File: config.mk
export PLATFORM = sky130hd
export DESIGN_NAME = strobe_pulse_gen_flat
export DESIGN_NICKNAME = d
export VERILOG_FILES = /design/src/rtl/strobe_pulse_gen_if.sv /design/src/rtl/strobe_pulse_gen.sv /design/src/flat_wrapper.sv
export SDC_FILE = /design/constraint.sdc
export NUM_CORES = 1
export LEC_CHECK = 0
export CORE_MARGIN = 1.5
export CORE_UTILIZATION = 35
export DETAILED_ROUTE_END_ITERATION = 7
export GPL_TIMING_DRIVEN = 0
export PLACE_DENSITY = 0.69
export SLEW_MARGIN = 40
export SYNTH_ARGS = -nofsm -noshare
export SYNTH_HDL_FRONTEND = slang
export SYNTH_SLANG_ARGS = --single-unit
export TNS_END_PERCENT = 20
File: constraint.sdc
create_clock -name CLK -period 2.55 [get_ports CLK]
set_input_delay 0.51 -clock CLK [delete_from_list [all_inputs] [get_ports CLK]]
set_output_delay 0.51 -clock CLK [all_outputs]
set_load 0.01 [all_outputs]
File: src/rtl/strobe_pulse_gen_if.sv
// Configuration, strobe and status bundle for strobe_pulse_gen.
// The register block / sync pins drive the master side; the pulse generator is the slave.
interface strobe_pulse_gen_if #(
   parameter int CHANNELS  = 2,
   parameter int CNT_WIDTH = 16,
   parameter int REP_WIDTH = 8
);
   logic [CHANNELS-1:0]           EXT_IN;
   logic [CHANNELS-1:0]           EN;
   logic [2*CHANNELS-1:0]         EDGE_MODE;
   logic [CHANNELS-1:0]           SW_START;
   logic [CNT_WIDTH*CHANNELS-1:0] DELAY;
   logic [CNT_WIDTH*CHANNELS-1:0] WIDTH;
   logic [REP_WIDTH*CHANNELS-1:0] REPEAT;
   logic [CHANNELS-1:0]           CLR_MISSED;
   logic [CHANNELS-1:0]           STROBE;
   logic [CHANNELS-1:0]           PULSE;
   logic [CHANNELS-1:0]           BUSY;
   logic [CHANNELS-1:0]           MISSED;
   logic [CNT_WIDTH*CHANNELS-1:0] EVENT_CNT;

   modport master (
      output EXT_IN, EN, EDGE_MODE, SW_START, DELAY, WIDTH, REPEAT, CLR_MISSED,
      input  STROBE, PULSE, BUSY, MISSED, EVENT_CNT
   );

   modport slave (
      input  EXT_IN, EN, EDGE_MODE, SW_START, DELAY, WIDTH, REPEAT, CLR_MISSED,
      output STROBE, PULSE, BUSY, MISSED, EVENT_CNT
   );
endinterface

File: src/rtl/strobe_pulse_gen.sv
// Multi-channel strobe synchroniser / edge detector feeding a delayed, repeated pulse-train FSM.
// Each channel: EXT_IN -> sync -> edge -> STROBE; trigger -> IDLE/DLY/HIGH/GAP -> PULSE.
module strobe_pulse_gen #(
   parameter int CHANNELS    = 2,
   parameter int CNT_WIDTH   = 16,
   parameter int REP_WIDTH   = 8,
   parameter int SYNC_STAGES = 2
) (
   input logic               CLK,
   input logic               RST,
   strobe_pulse_gen_if.slave bus
);

   typedef enum logic [1:0] {
      ST_IDLE,
      ST_DLY,
      ST_HIGH,
      ST_GAP
   } state_t;

   localparam logic [CNT_WIDTH-1:0] CNT_ONE = CNT_WIDTH'(1);
   localparam logic [REP_WIDTH-1:0] REP_ONE = REP_WIDTH'(1);

   // Per-channel views of the flattened configuration buses
   logic [CHANNELS-1:0][CNT_WIDTH-1:0] cfg_delay;
   logic [CHANNELS-1:0][CNT_WIDTH-1:0] cfg_width;
   logic [CHANNELS-1:0][REP_WIDTH-1:0] cfg_repeat;
   logic [CHANNELS-1:0][1:0]           cfg_mode;

   assign cfg_delay  = bus.DELAY;
   assign cfg_width  = bus.WIDTH;
   assign cfg_repeat = bus.REPEAT;
   assign cfg_mode   = bus.EDGE_MODE;

   // Synchroniser chain plus one history stage per channel
   logic [CHANNELS-1:0][SYNC_STAGES-1:0] sync_q;
   logic [CHANNELS-1:0]                  hist_q;
   logic [CHANNELS-1:0]                  strobe_q;
   logic [CHANNELS-1:0]                  edge_d;

   // Pulse-train state
   state_t                             state_q [CHANNELS];
   state_t                             state_d [CHANNELS];
   logic [CHANNELS-1:0][CNT_WIDTH-1:0] cnt_q,  cnt_d;
   logic [CHANNELS-1:0][CNT_WIDTH-1:0] wid_q,  wid_d;
   logic [CHANNELS-1:0][REP_WIDTH-1:0] rep_q,  rep_d;
   logic [CHANNELS-1:0][CNT_WIDTH-1:0] evt_q,  evt_d;
   logic [CHANNELS-1:0]                pulse_q, pulse_d;
   logic [CHANNELS-1:0]                busy_q,  busy_d;
   logic [CHANNELS-1:0]                missed_q, missed_d;
   logic [CHANNELS-1:0]                trig;
   logic [CHANNELS-1:0]                accept;

   // NOTE: every variable driven here gets a default first, so no path leaves it unassigned
   // and no latch is inferred.
   always_comb begin
      edge_d   = '0;
      trig     = '0;
      accept   = '0;
      state_d  = state_q;
      cnt_d    = cnt_q;
      wid_d    = wid_q;
      rep_d    = rep_q;
      evt_d    = evt_q;
      missed_d = missed_q;
      pulse_d  = '0;
      busy_d   = '0;

      for (int ch = 0; ch < CHANNELS; ch++) begin
         unique case (cfg_mode[ch])
            2'b00:   edge_d[ch] =  sync_q[ch][SYNC_STAGES-1] & ~hist_q[ch];
            2'b01:   edge_d[ch] = ~sync_q[ch][SYNC_STAGES-1] &  hist_q[ch];
            2'b10:   edge_d[ch] =  sync_q[ch][SYNC_STAGES-1] ^  hist_q[ch];
            default: edge_d[ch] = 1'b0;
         endcase

         trig[ch]   = bus.EN[ch] & (strobe_q[ch] | bus.SW_START[ch]);
         accept[ch] = trig[ch] && (state_q[ch] == ST_IDLE);

         // A trigger that cannot be accepted wins over a same-cycle clear
         if (trig[ch] && (state_q[ch] != ST_IDLE)) begin
            missed_d[ch] = 1'b1;
         end else if (bus.CLR_MISSED[ch]) begin
            missed_d[ch] = 1'b0;
         end

         if (accept[ch]) begin
            evt_d[ch] = evt_q[ch] + CNT_ONE;
         end

         if (!bus.EN[ch]) begin
            state_d[ch] = ST_IDLE;
            cnt_d[ch]   = '0;
            wid_d[ch]   = '0;
            rep_d[ch]   = '0;
         end else begin
            unique case (state_q[ch])
               ST_IDLE: begin
                  if (accept[ch]) begin
                     wid_d[ch] = cfg_width[ch];
                     rep_d[ch] = (cfg_repeat[ch] == '0) ? '0 : cfg_repeat[ch] - REP_ONE;
                     if (cfg_delay[ch] != '0) begin
                        state_d[ch] = ST_DLY;
                        cnt_d[ch]   = cfg_delay[ch] - CNT_ONE;
                     end else if (cfg_width[ch] != '0) begin
                        state_d[ch] = ST_HIGH;
                        cnt_d[ch]   = cfg_width[ch] - CNT_ONE;
                     end
                  end
               end
               ST_DLY: begin
                  if (cnt_q[ch] != '0) begin
                     cnt_d[ch] = cnt_q[ch] - CNT_ONE;
                  end else if (wid_q[ch] != '0) begin
                     state_d[ch] = ST_HIGH;
                     cnt_d[ch]   = wid_q[ch] - CNT_ONE;
                  end else begin
                     state_d[ch] = ST_IDLE;
                  end
               end
               ST_HIGH: begin
                  if (cnt_q[ch] != '0) begin
                     cnt_d[ch] = cnt_q[ch] - CNT_ONE;
                  end else if (rep_q[ch] != '0) begin
                     state_d[ch] = ST_GAP;
                     cnt_d[ch]   = wid_q[ch] - CNT_ONE;
                     rep_d[ch]   = rep_q[ch] - REP_ONE;
                  end else begin
                     state_d[ch] = ST_IDLE;
                  end
               end
               ST_GAP: begin
                  if (cnt_q[ch] != '0) begin
                     cnt_d[ch] = cnt_q[ch] - CNT_ONE;
                  end else begin
                     state_d[ch] = ST_HIGH;
                     cnt_d[ch]   = wid_q[ch] - CNT_ONE;
                  end
               end
               default: state_d[ch] = ST_IDLE;
            endcase
         end

         // PULSE and BUSY are registered copies of the next state, so they never glitch
         pulse_d[ch] = (state_d[ch] == ST_HIGH);
         busy_d[ch]  = (state_d[ch] != ST_IDLE);
      end
   end

   // NOTE: sequential state uses non-blocking assignments only, so every register samples
   // pre-edge values regardless of statement order.
   always_ff @(posedge CLK) begin
      // NOTE: reset is synchronous and clears every register, including the small latched
      // configuration copies; there is no RAM here that would need to be left unreset.
      if (RST) begin
         sync_q   <= '0;
         hist_q   <= '0;
         strobe_q <= '0;
         cnt_q    <= '0;
         wid_q    <= '0;
         rep_q    <= '0;
         evt_q    <= '0;
         pulse_q  <= '0;
         busy_q   <= '0;
         missed_q <= '0;
         for (int ch = 0; ch < CHANNELS; ch++) begin
            state_q[ch] <= ST_IDLE;
         end
      end else begin
         for (int ch = 0; ch < CHANNELS; ch++) begin
            sync_q[ch]  <= {sync_q[ch][SYNC_STAGES-2:0], bus.EXT_IN[ch]};
            hist_q[ch]  <= sync_q[ch][SYNC_STAGES-1];
            state_q[ch] <= state_d[ch];
         end
         strobe_q <= edge_d;
         cnt_q    <= cnt_d;
         wid_q    <= wid_d;
         rep_q    <= rep_d;
         evt_q    <= evt_d;
         pulse_q  <= pulse_d;
         busy_q   <= busy_d;
         missed_q <= missed_d;
      end
   end

   assign bus.STROBE    = strobe_q;
   assign bus.PULSE     = pulse_q;
   assign bus.BUSY      = busy_q;
   assign bus.MISSED    = missed_q;
   assign bus.EVENT_CNT = evt_q;

endmodule

File: src/flat_wrapper.sv
// flat-port wrapper written by rule: the top's interface ports become plain ports
module strobe_pulse_gen_flat 
#(
   parameter int CHANNELS    = 2,
   parameter int CNT_WIDTH   = 16,
   parameter int REP_WIDTH   = 8,
   parameter int SYNC_STAGES = 2
)
  (CLK, RST, bus_EXT_IN, bus_EN, bus_EDGE_MODE, bus_SW_START, bus_DELAY, bus_WIDTH, bus_REPEAT, bus_CLR_MISSED, bus_STROBE, bus_PULSE, bus_BUSY, bus_MISSED, bus_EVENT_CNT);
  strobe_pulse_gen_if #(.CHANNELS(CHANNELS), .CNT_WIDTH(CNT_WIDTH), .REP_WIDTH(REP_WIDTH)) bus_i ();
  input logic CLK;
  input logic RST;
  input wire logic [$bits(bus_i.EXT_IN)-1:0] bus_EXT_IN;
  input wire logic [$bits(bus_i.EN)-1:0] bus_EN;
  input wire logic [$bits(bus_i.EDGE_MODE)-1:0] bus_EDGE_MODE;
  input wire logic [$bits(bus_i.SW_START)-1:0] bus_SW_START;
  input wire logic [$bits(bus_i.DELAY)-1:0] bus_DELAY;
  input wire logic [$bits(bus_i.WIDTH)-1:0] bus_WIDTH;
  input wire logic [$bits(bus_i.REPEAT)-1:0] bus_REPEAT;
  input wire logic [$bits(bus_i.CLR_MISSED)-1:0] bus_CLR_MISSED;
  output wire logic [$bits(bus_i.STROBE)-1:0] bus_STROBE;
  output wire logic [$bits(bus_i.PULSE)-1:0] bus_PULSE;
  output wire logic [$bits(bus_i.BUSY)-1:0] bus_BUSY;
  output wire logic [$bits(bus_i.MISSED)-1:0] bus_MISSED;
  output wire logic [$bits(bus_i.EVENT_CNT)-1:0] bus_EVENT_CNT;
  assign bus_i.EXT_IN = bus_EXT_IN;
  assign bus_i.EN = bus_EN;
  assign bus_i.EDGE_MODE = bus_EDGE_MODE;
  assign bus_i.SW_START = bus_SW_START;
  assign bus_i.DELAY = bus_DELAY;
  assign bus_i.WIDTH = bus_WIDTH;
  assign bus_i.REPEAT = bus_REPEAT;
  assign bus_i.CLR_MISSED = bus_CLR_MISSED;
  assign bus_STROBE = bus_i.STROBE;
  assign bus_PULSE = bus_i.PULSE;
  assign bus_BUSY = bus_i.BUSY;
  assign bus_MISSED = bus_i.MISSED;
  assign bus_EVENT_CNT = bus_i.EVENT_CNT;
  strobe_pulse_gen #(.CHANNELS(CHANNELS), .CNT_WIDTH(CNT_WIDTH), .REP_WIDTH(REP_WIDTH), .SYNC_STAGES(SYNC_STAGES)) u_core (.CLK(CLK), .RST(RST), .bus(bus_i));
endmodule
==> parameters.txt, run 1 <==
Parameter                              Value

Run status
  Outcome    finished with violations
  Violated checks    negative setup slack

Drt
  Initial drt markers    around 460
  Drt via density    about 5.6
  Vias    about 7,500
  TritonRoute pass-1 iters    5
  Detailed-route DRC error count    0
  Routed WL    22.18 mm
  Wirelength per Cell    between 15 and 20 um
  Detail Route Antenna Nets    0

STA
  Max transition margin    0.5557
  Setup tns final    -89.09 ps
  Final Hold Slack    434.5 ps
  Highest Clock Rate    about 390 MHz
  Setup slack of the critical path after layout    -44.63 ps
  Slew of the pin with the lowest slew margin    approximately 670 ps
  Unrepaired setup endpoints after global routing    yes
  Final critical delay including setup and external delays    about 2600 ps
  Maximum clock skew at final layout    around 13 ps
  Period utilization    1.018
  Number of failing hold endpoints at the final stage    0
  Max-slew violation count    0
  Endpoints failing setup    3

Floorplan
  Die extent in x    144.1 um
  Area of the die    20,760 um^2
  Die outline height    ~140 um
  Area inside the core boundary    between 15,000 and 20,000 um^2
  Site Rows    a little over 50
  Number of top-level pins    about 130
  Initial core utilization    0.3580

Setup path
  Launching element of the worst setup path    bus_DELAY[30]
  Crit path required time    about 2900 ps
  Worst reg2reg endpoint    u_core.cnt_q[30]$_SDFFE_PP0P_
  Cells along the critical path    dlygate4sd2_1, nor4_4, and4_4, a211o_1, a222oi_1, buf_4, nand4_4, or4_1, a31oi_1
  Crit start category    input port
  Critical path type    input port to flop
  Crit Reg-Reg Startpoint    u_core.cnt_q[18]$_SDFFE_PP0P_
  CP bufs+invs    2
  CP Depth    9
  Largest stage delay, worst path    520 ps
  Worst setup endpoint    u_core.cnt_q[29]$_SDFFE_PP0P_
  Slowest stage cell on the critical path    sky130_fd_sc_hd__or4_1
  FF-to-FF path depth    11
  Nature of the critical path endpoint    flop
  Worst R2R Setup Slack    -20 ps
  Gate family responsible for the most delay along the worst path    simple AND/OR/NAND/NOR gates
  Largest driver fanout on the critical path    8
  Critical path arrival    just under 3000 ps

Place
  Placed instance area    roughly 8600 um^2
  Routability cong.    approximately 0.9
  Buffers on Ports    roughly 130
  Post-place setup slack    -1086 ps
  Half-perimeter wire length of the detailed placement result    approximately 16 mm
  Number of placed instances with taps included    between 1,000 and 1,500

Cells and area
  Core occupancy in the finished layout    0.5052
  Layout overhead on the synthesized area    41.12%
  Post-route cell area    a little under 10,000 um^2
  Multi-input gate area in the final layout    around 4300 um^2
  Final instance count without filler cells    around 1,300
  Number of nets in the layout    between 1,000 and 1,500
  Fraction of final layout cells sized beyond drive strength 1    0.1343
  Fillcell total    1,879
  Storage element area    about 2600 um^2

CTS
  Clock latency reported for the late side of the worst-skew pair    430 ps
  Hold buffer count at CTS    0
  Clock slew at the register clock pins of the worst setup and hold paths    around 60 ps
  H-tree depth    4
  Cell chosen for the clock root    sky130_fd_sc_hd__clkbuf_16
  Number of buffers added by the clock tree synthesis step    17
  Clock Path Buffers    2
  CTS tree    built
  Clock sink count    130

Yosys
  Cell types with the largest area share after synthesis    sky130_fd_sc_hd__dfxtp_1 (37%), sky130_fd_sc_hd__nand2_1 (6.0%), sky130_fd_sc_hd__a211o_1 (5.8%)
  Yosys Warn Count    0
  Share of Yosys cell area claimed by the top area cell type    0.3735
  Count of mapped cells out of synthesis    885
  Syn Nets    ~990
  Largest area contributor in the synthesized netlist    sky130_fd_sc_hd__dfxtp_1
  Primary FF master, synth    sky130_fd_sc_hd__dfxtp_1
  Count leader, synth    sky130_fd_sc_hd__dfxtp_1
  Share of the yosys chip area belonging to registers    0.3735
  Mean Syn Cell Area    a little under 8 um^2
  Post-Syn Area    around 7000 um^2
  Count of unique library cells instantiated by Yosys    52
  Top cells by instance count after synthesis    sky130_fd_sc_hd__dfxtp_1 (130), sky130_fd_sc_hd__nand2_1 (111), sky130_fd_sc_hd__nor2_1 (76), sky130_fd_sc_hd__a21oi_1 (75), sky130_fd_sc_hd__o21ai_0 (54)
  Post-synth EDFFs    0
  Number of flip-flops and latches in the synthesized netlist    130
  Async set or reset register ratio after synthesis    0

GRT
  Via count of the first global-routing pass    7,132
  Initial antenna violation count    1
  Global-route wire length before repair    about 35 mm
  GRT overflow    0
  Total global routing track utilization    0.2153
  Largest net degree at the start of global routing    17

Flow run
  Number of maximum-capacitance constraint violations    0

Power and ir drop
  Leakage    between 3 and 4 nW
  Maximum resistive drop on vdd    roughly 0.45 mV
  Power density normalized to cell area    roughly 620 nW/um^2
  Total power of the final layout    just over 6 mW

Min path
  Type of the most critical hold path    flop to flop
==> cell type report <==
type                            instances  share of cell area
Antenna cell                            1           0.0002545
Tap cell                              265             0.03372
Timing Repair Buffer                  161              0.1578
Sequential cell                       130              0.2672
Clock inverter                         11             0.02010
Clock buffer                           21             0.04886
Inverter                               23            0.008780
Buffer                                 43             0.02379
Multi-Input combinational cell        683              0.4395
==> layer usage <==
| metal | vias to the layer above | share of wire | track usage |
|---|---|---|---|
| li1 | 3607 | - | - |
| met1 | 3503 | 0.44 | 0.2704 |
| met2 | 298 | 0.46 | 0.3495 |
| met3 | 50 | 0.070 | 0.05199 |
| met4 | 0 | 0.024 | 0.09506 |
| met5 | - | 0 | 0 |
==> cells in the final DEF, fill, tap and decap left out, drive strengths merged, types with 12 or more instances in the layout <==
cell / instances
nand4: 20
buf: 38
nor2b: 15
dlygate4sd2: 16
clkbuf: 54
a211oi: 20
nor2: 76
nand3: 19
clkdlybuf4s50: 105
and2: 13
ha: 12
nor4: 34
inv: 25
dlymetal6s2s: 12
o21ai: 56
xnor2: 25
a31oi: 16
nand2: 111
a21oi: 75
xor2: 21
a211o: 46
or3: 15
dfxtp: 130
==> worst reg2reg max path: cells and delay by family, from the launching register on <==
family                 cells  cell delay (ps)
AND/OR/NAND/NOR            4              810
AO/OA/AOI/OAI              3              760
buffers and inverters      4              570
flip-flops                 1              350
==> how the worst min path moves through the flow <==
| stage | start | to | slack (ps) | cells past startpoint |
|---|---|---|---|---|
| floorplan | u_core.sync_q[0]$_SDFF_PP0_ | u_core.sync_q[1]$_SDFF_PP0_ | 410 | 1 |
| detailed placement | u_core.sync_q[0]$_SDFF_PP0_ | u_core.sync_q[1]$_SDFF_PP0_ | 430 | 1 |
| CTS | u_core.sync_q[0]$_SDFF_PP0_ | u_core.sync_q[1]$_SDFF_PP0_ | 440 | 1 |
| global route | u_core.sync_q[0]$_SDFF_PP0_ | u_core.sync_q[1]$_SDFF_PP0_ | 460 | 1 |
| finish | u_core.sync_q[2]$_SDFF_PP0_ | u_core.sync_q[3]$_SDFF_PP0_ | 430 | 1 |
| global placement | u_core.sync_q[2]$_SDFF_PP0_ | u_core.sync_q[3]$_SDFF_PP0_ | 430 | 1 |
==> power breakdown <==
part	leakage, nW	switching, mW	internal, mW
clock	0.330	0.944	1.85
combinational	2.33	0.620	0.508
sequential	1.06	0.0757	2.11
==> timing repair <==
action                                  in CTS  in global routing
endpoints found under the hold margin        0                  0
setup buffers                               26                  2
gates cloned                                 0                  0
resized for setup                           78                 57
endpoints found under the setup margin      83                 70
pin swaps                                   14                 14
==> flip-flops by register name, indices dropped and copies added (netlist names) <==
name / flops
u_core.bus.BUSY: 2
u_core.sync_q: 4
u_core.bus.PULSE: 2
u_core.wid_q: 32
u_core.hist_q: 2
u_core.bus.EVENT_CNT: 32
u_core.state_q: 4
u_core.bus.STROBE: 2
u_core.rep_q: 16
u_core.cnt_q: 32
u_core.bus.MISSED: 2
==> kinds of logic after synthesis <==
family,after synthesis,share of synthesized area
xor+xnor,46,0.05782
flops,130,0.3735
simple gates,353,0.2507
fa+ha+maj,12,0.02155
buf+inv,72,0.04058
compound gates,272,0.2559
Note: power is estimated with default switching activity, not from simulation.
==> run 2: changes to the inputs <==
--- a/config.mk
+++ b/config.mk
@@ -8,6 +8,7 @@
 export CORE_MARGIN = 1.5
 export CORE_UTILIZATION = 35
 export DETAILED_ROUTE_END_ITERATION = 7
+export GPL_ROUTABILITY_DRIVEN = 0
 export GPL_TIMING_DRIVEN = 0
 export PLACE_DENSITY = 0.69
 export SLEW_MARGIN = 40
==> results of run 2 <==
Final layout, timing and power as in run 1 (identical DEF).
==> run 3: changes to the inputs <==
--- a/config.mk
+++ b/config.mk
@@ -8,9 +8,9 @@
 export CORE_MARGIN = 1.5
 export CORE_UTILIZATION = 35
 export DETAILED_ROUTE_END_ITERATION = 7
-export GPL_ROUTABILITY_DRIVEN = 0
 export GPL_TIMING_DRIVEN = 0
 export PLACE_DENSITY = 0.69
+export SETUP_SLACK_MARGIN = 0.4
 export SLEW_MARGIN = 40
 export SYNTH_ARGS = -nofsm -noshare
 export SYNTH_HDL_FRONTEND = slang
==> run 3 against run 2 <==
Non-clock buffer count up 40. Sequential power is essentially flat. Worst hold slack got worse by 0.56 ps. The flow still finishes with violations (negative setup slack). First-iteration DRC count rose by 31%. Clock skew rose by 1.2 ps. Sequential share of layout area decreased by 1.7 points. Critical path type unchanged. Die area did not move. Cell area grew 8.4%. Total power rose by 0.53%. Sequential cell count is the same.
==> parameters.txt, run 3 (synthesis gave the netlist of run 1 again) <==
Parameter                              Value

STA
  Setup slack of the critical path after layout    -5.127 ps (+39.50 ps)
  Final critical delay including setup and external delays    2555 ps (-39.50 ps)
  Slew of the pin with the lowest slew margin    662.2 ps (-4.205 ps)
  Highest Clock Rate    391.4 MHz (+1.5%)
  Max-slew violation count    0 (unchanged)
  Period utilization    1.002 (-0.01549)
  Maximum clock skew at final layout    14.22 ps (+1.198 ps)
  Endpoints failing setup    2 (-1)
  Final Hold Slack    433.9 ps (-0.5650 ps)
  Max transition margin    0.5585 (+0.002804)
  Unrepaired setup endpoints after global routing    yes
  Number of failing hold endpoints at the final stage    0 (unchanged)

Drt
  Routed WL    24.23 mm (+9.2%)
  Vias    7,786 (+4.4%)
  TritonRoute pass-1 iters    6 (+1)
  Drt via density    5.658 (+1.5%)
  Detailed-route DRC error count    0 (unchanged)
  Wirelength per Cell    17.61 um (+6.2%)
  Initial drt markers    602 (+31%)
  Detail Route Antenna Nets    0 (unchanged)

GRT
  Largest net degree at the start of global routing    17 (unchanged)
  Total global routing track utilization    0.2187 (+0.003328)
  Global-route wire length before repair    35.69 mm (+0.70%)
  Initial antenna violation count    0 (-1)
  GRT overflow    0 (unchanged)
  Via count of the first global-routing pass    7,010 (-1.7%)

CTS
  Clock sink count    130 (unchanged)
  Hold buffer count at CTS    0 (unchanged)
  CTS tree    built
  Clock Path Buffers    2 (unchanged)
  Cell chosen for the clock root    sky130_fd_sc_hd__clkbuf_16
  Clock latency reported for the late side of the worst-skew pair    420 ps (about the same)
  Clock slew at the register clock pins of the worst setup and hold paths    60 ps (about the same)
  Number of buffers added by the clock tree synthesis step    17 (unchanged)
  H-tree depth    4 (unchanged)

Setup path
  Critical path type    input port to flop
  Nature of the critical path endpoint    flop
  Crit start category    input port
  Critical path arrival    2880 ps (-60 ps)
  Largest driver fanout on the critical path    8 (unchanged)
  Worst reg2reg endpoint    u_core.cnt_q[31]$_SDFFE_PP0P_
  Crit Reg-Reg Startpoint    u_core.state_q[1]$_SDFF_PP0_
  FF-to-FF path depth    9 (-2)
  Worst R2R Setup Slack    0 ps (+20 ps)
  Crit path required time    2880 ps (about the same)

Cells and area
  Fillcell total    1,722 (-8.4%)
  Fraction of final layout cells sized beyond drive strength 1    0.2565 (+0.1222)
  Layout overhead on the synthesized area    53.01%
  Core occupancy in the finished layout    0.5478 (+0.04256)
  Number of diodes    0 (-1)
  Multi-input gate area in the final layout    4763 um^2 (+10%)
  Number of nets in the layout    1,205 (+3.4%)
  Storage element area    2673 um^2 (+1.7%)
  Most frequent cells in the layout    sky130_fd_sc_hd__nand2_1 (105), sky130_fd_sc_hd__clkdlybuf4s50_1 (99), sky130_fd_sc_hd__dfxtp_1 (96)
  Leading cell type in the layout, fill and taps excluded    sky130_fd_sc_hd__nand2_1
  Post-route cell area    10,660 um^2 (+8.4%)

Power and ir drop
  Power density normalized to cell area    575.9 nW/um^2 (-7.3%)
  Total power of the final layout    6.140 mW (+0.53%)
  Leakage    3.998 nW (+7.4%)
  Maximum resistive drop on vdd    0.4306 mV (-3.8%)

Floorplan
  Site Rows    51 (unchanged)
  Area of the die    20,760 um^2 (unchanged)
  Area inside the core boundary    19,460 um^2 (unchanged)
  Die outline height    144.1 um (unchanged)
  Initial core utilization    0.3580 (unchanged)
  Number of top-level pins    134 (unchanged)
  Die extent in x    144.1 um (unchanged)

Run status
  Violated checks    negative setup slack
  Outcome    finished with violations

Min path
  Worst hold path cell count    2 (+1)
  Type of the most critical hold path    input port to flop
  Min-Delay Startpoint    bus_EN[1]
  Destination of the worst hold path    u_core.bus.PULSE[1]$_SDFF_PP0_

Place
  Routability cong.    0.8909
  Half-perimeter wire length of the detailed placement result    16.50 mm (+2.6%)
  Placed instance area    8681 um^2 (+0.52%)
  Buffers on Ports    133 (unchanged)
  Post-place setup slack    -1046 ps (+39.30 ps)

Flow run
  Number of maximum-capacitance constraint violations    0 (unchanged)
==> run 3: layer usage <==
metal	up-vias	part of all wire	track usage
met2	359	0.47	0.3473
met4	0	0.021	0.08539
li1	3701	-	-
met5	-	0	0
met3	54	0.075	0.04536
met1	3672	0.43	0.2896
==> run 3: area by class of cell <==
type,count,area share
Sequential cell,130,0.2507
Tap cell,265,0.03110
Inverter,23,0.008567
Clock buffer,20,0.04284
Timing Repair Buffer,195,0.1665
Buffer,49,0.03908
Clock inverter,11,0.01443
Multi-Input combinational cell,683,0.4468
==> run 3: stage by stage <==
step,std cells,TNS [ps]
2_1_floorplan,885,-108.0
4_1_cts,1355,0
6_report,1376,-6.263
3_3_place_gp,1283,-32080
3_5_place_dp,1283,-34360
5_1_grt,1376,-317.7
==> run 3: critical path, stage by stage <==
cell,delay (ps)
sky130_fd_sc_hd__dlygate4sd2_1,250
sky130_fd_sc_hd__nor4_2,60
sky130_fd_sc_hd__and4_1,170
sky130_fd_sc_hd__buf_8,140
sky130_fd_sc_hd__a211o_1,320
sky130_fd_sc_hd__a222oi_1,460
sky130_fd_sc_hd__buf_4,210
sky130_fd_sc_hd__nand4_4,130
sky130_fd_sc_hd__buf_6,150
sky130_fd_sc_hd__or3_1,300
sky130_fd_sc_hd__o221ai_1,180
==> run 3: how the worst max path moves through the flow <==
| stage | startpoint | endpoint | slack, ps | cells past startpoint |
|---|---|---|---|---|
| floorplan | bus_DELAY[29] | u_core.cnt_q[29]$_SDFFE_PP0P_ | -80 | 8 |
| global placement | bus_DELAY[28] | u_core.cnt_q[29]$_SDFFE_PP0P_ | -1000 | 9 |
| detailed placement | bus_DELAY[27] | u_core.cnt_q[29]$_SDFFE_PP0P_ | -1050 | 9 |
| CTS | u_core.state_q[0]$_SDFF_PP0_ | u_core.cnt_q[29]$_SDFFE_PP0P_ | 60 | 9 |
| global route | u_core.cnt_q[19]$_SDFFE_PP0P_ | u_core.cnt_q[28]$_SDFFE_PP0P_ | -80 | 10 |
| finish | bus_DELAY[22] | u_core.cnt_q[31]$_SDFFE_PP0P_ | -5 | 11 |
==> run 3: repair_timing <==
action | 4_1_cts | 5_1_grt
endpoints found under the setup margin | 117 | 100
pin swaps | 45 | 79
cloned | 0 | 1
setup buffers | 41 | 20
gates resized for setup | 162 | 216
==> run 3: report_power, final <==
part | total [mW] | internal [mW] | switching (mW)
combinational | 1.41 | 0.670 | 0.737
sequential | 2.20 | 2.11 | 0.0894
clock | 2.53 | 1.59 | 0.939
==> RTL edit (config.mk and constraints of run 2) <==
Make the reset (`RST`) asynchronous in one clocked block.
--- a/src/rtl/strobe_pulse_gen.sv
+++ b/src/rtl/strobe_pulse_gen.sv
@@ -151,3 +151,3 @@
    // pre-edge values regardless of statement order.
-   always_ff @(posedge CLK) begin
+   always_ff @(posedge CLK or posedge RST) begin
       // NOTE: reset is synchronous and clears every register, including the small latched
Behaviour: differs if RST is asserted again (counterexample within 4 cycles, from zero or initial values and one cycle with RST high); with RST held inactive, the same outputs for 4 cycles.
==> RTL edit against run 2 <==
  * The run still ends with setup timing left
  * Die area grew 9.9%
  * First-iteration DRC count grew 28%
  * Design area grew 11%
  * Sequential share of layout area grew 3.2 points
  * Clock power shrank 13%
  * Register-to-register slack lost 0.14 ns
  * Routed wire length grew 6.5%
  * Total power grew 9.1%
  * Cell count grew 0.67%
  * Via count grew 2.6%
  * Clock skew shrank 0.0017 ns
  * Worst setup slack lost 0.11 ns
  * Synthesized area grew 10%
  * Sequential cell count is the same
  * Largest cell class unchanged
  * Highest routed layer unchanged
==> RTL edit: results (changes against run 2) <==
metric;value;unit;change
run status;finished, violations left;;
failing checks;setup timing;;
initial antenna violation count;0;;-1
Distinct cells, synth;67;;+29%
Clock Skews;0.0114;ns;-0.00166 ns
Pwr Total;6.66;mW;+9.1%
first-pass GRT wire length;37400;um;+5.6%
Port Buf Inserts;132;;-0.75%
sequential share of power;38.9;%;+3.1 points
DR WL/cell;17.5;um;+5.8%
antenna cell count;0;;-1
Min Hold Slack;0.349;ns;-0.0860 ns
pre-CTS setup slack;-1.22;ns;-0.132 ns
Nets;1168;;+0.26%
Layout fillers;1944;;+3.5%
Max VDD drop;0.414;mV;-7.5%
register area share after synthesis;42.4;%;+5.0 points
pin count of the biggest net entering global routing;25;;+8
vias per inst;5.68;;+2.0%
Hold Crit Depth;0;;-1
synth top area cells;dfrtp_1 42%, nand2_1 6.2%, o21ai_0 4.8%;;
asr flop ratio synth;100;%;+100 points
CP Data Arrival Time;3.06;ns;+0.12 ns
fraction of layout cells with a size suffix above 1;16.6;%;+3.2 points
dpl hpwl;16700;um;+3.9%
Clk pwr share;36.5;%;-9.2 points
leakage;4.53;nW;+22%
Psw;2.05;mW;+25%
WL final;23600;um;+6.5%
Final WS setup;-0.155;ns;-0.111 ns
CP max FO;3;;-5
initial DRC count;588;;+28%
DP Cell Count;1272;;-0.86%
placed cell areas;0.00949;mm^2;+9.9%
Finish-stage setup viols;13;;+10
crit start category;register;;
[RTL edit: timing repair]
item	in CTS	in global routing
pin swaps	24	18
gates cloned	2	0
resized for setup	109	57
setup endpoints to repair	77	52
setup buffers	26	19
[RTL edit: cell families after synthesis]
| family | count (synthesis) | share of synthesized area [%] |
|---|---|---|
| AO/OA/AOI/OAI | 244 | 21.2 |
| buffers and inverters | 70 | 4.30 |
| flip-flops | 130 | 42.4 |
| adder cells (fa/ha/maj) | 15 | 2.45 |
| multiplexers | 6 | 0.815 |
| AND/OR/NAND/NOR | 340 | 22.6 |
| XOR/XNOR | 54 | 6.16 |
[RTL edit: area by class of cell]
class                   count  area, um^2  area share, %
repair buffers            184        1810           16.7
multi-input cells         659        4490           41.2
inverters                  25        97.6          0.897
well taps                 275         344           3.16
clock buffers              19         453           4.17
plain buffers              42         289           2.66
clock inverters            13         134           1.23
flip-flops and latches    130        3260           30.0
[RTL edit: worst max-delay path, cell delays in order, from the launching register on]
cell      delay (ns)
dfrtp_1         0.44
nor4_4          0.08
and4_4          0.21
buf_6           0.11
a211o_1         0.26
a222oi_1        0.46
buf_4           0.21
buf_6           0.09
nand4_1         0.12
or4_4           0.57
nand3_2         0.09
[RTL edit: path summary, 6_finish.rpt]
path	end	start
setup reg to reg	u_core.cnt_q[14]	u_core.cnt_q[12]
hold / removal	u_core.sync_q[1]	u_core.sync_q[0]
hold reg to reg	u_core.sync_q[1]	u_core.sync_q[0]
max in group asynchronous	u_core.cnt_q[19]	RST
setup / recovery	u_core.cnt_q[14]	u_core.cnt_q[12]
min in group asynchronous	u_core.bus.EVENT_CNT[5]	RST
[RTL edit: per-layer routing]
layer,global-route usage (%),wire [um],vias to the layer above
li1,-,-,3593
met1,26.5,10300,3758
met2,34.5,11500,256
met3,5.00,1380,48
met4,7.04,481,0
met5,0,0,-
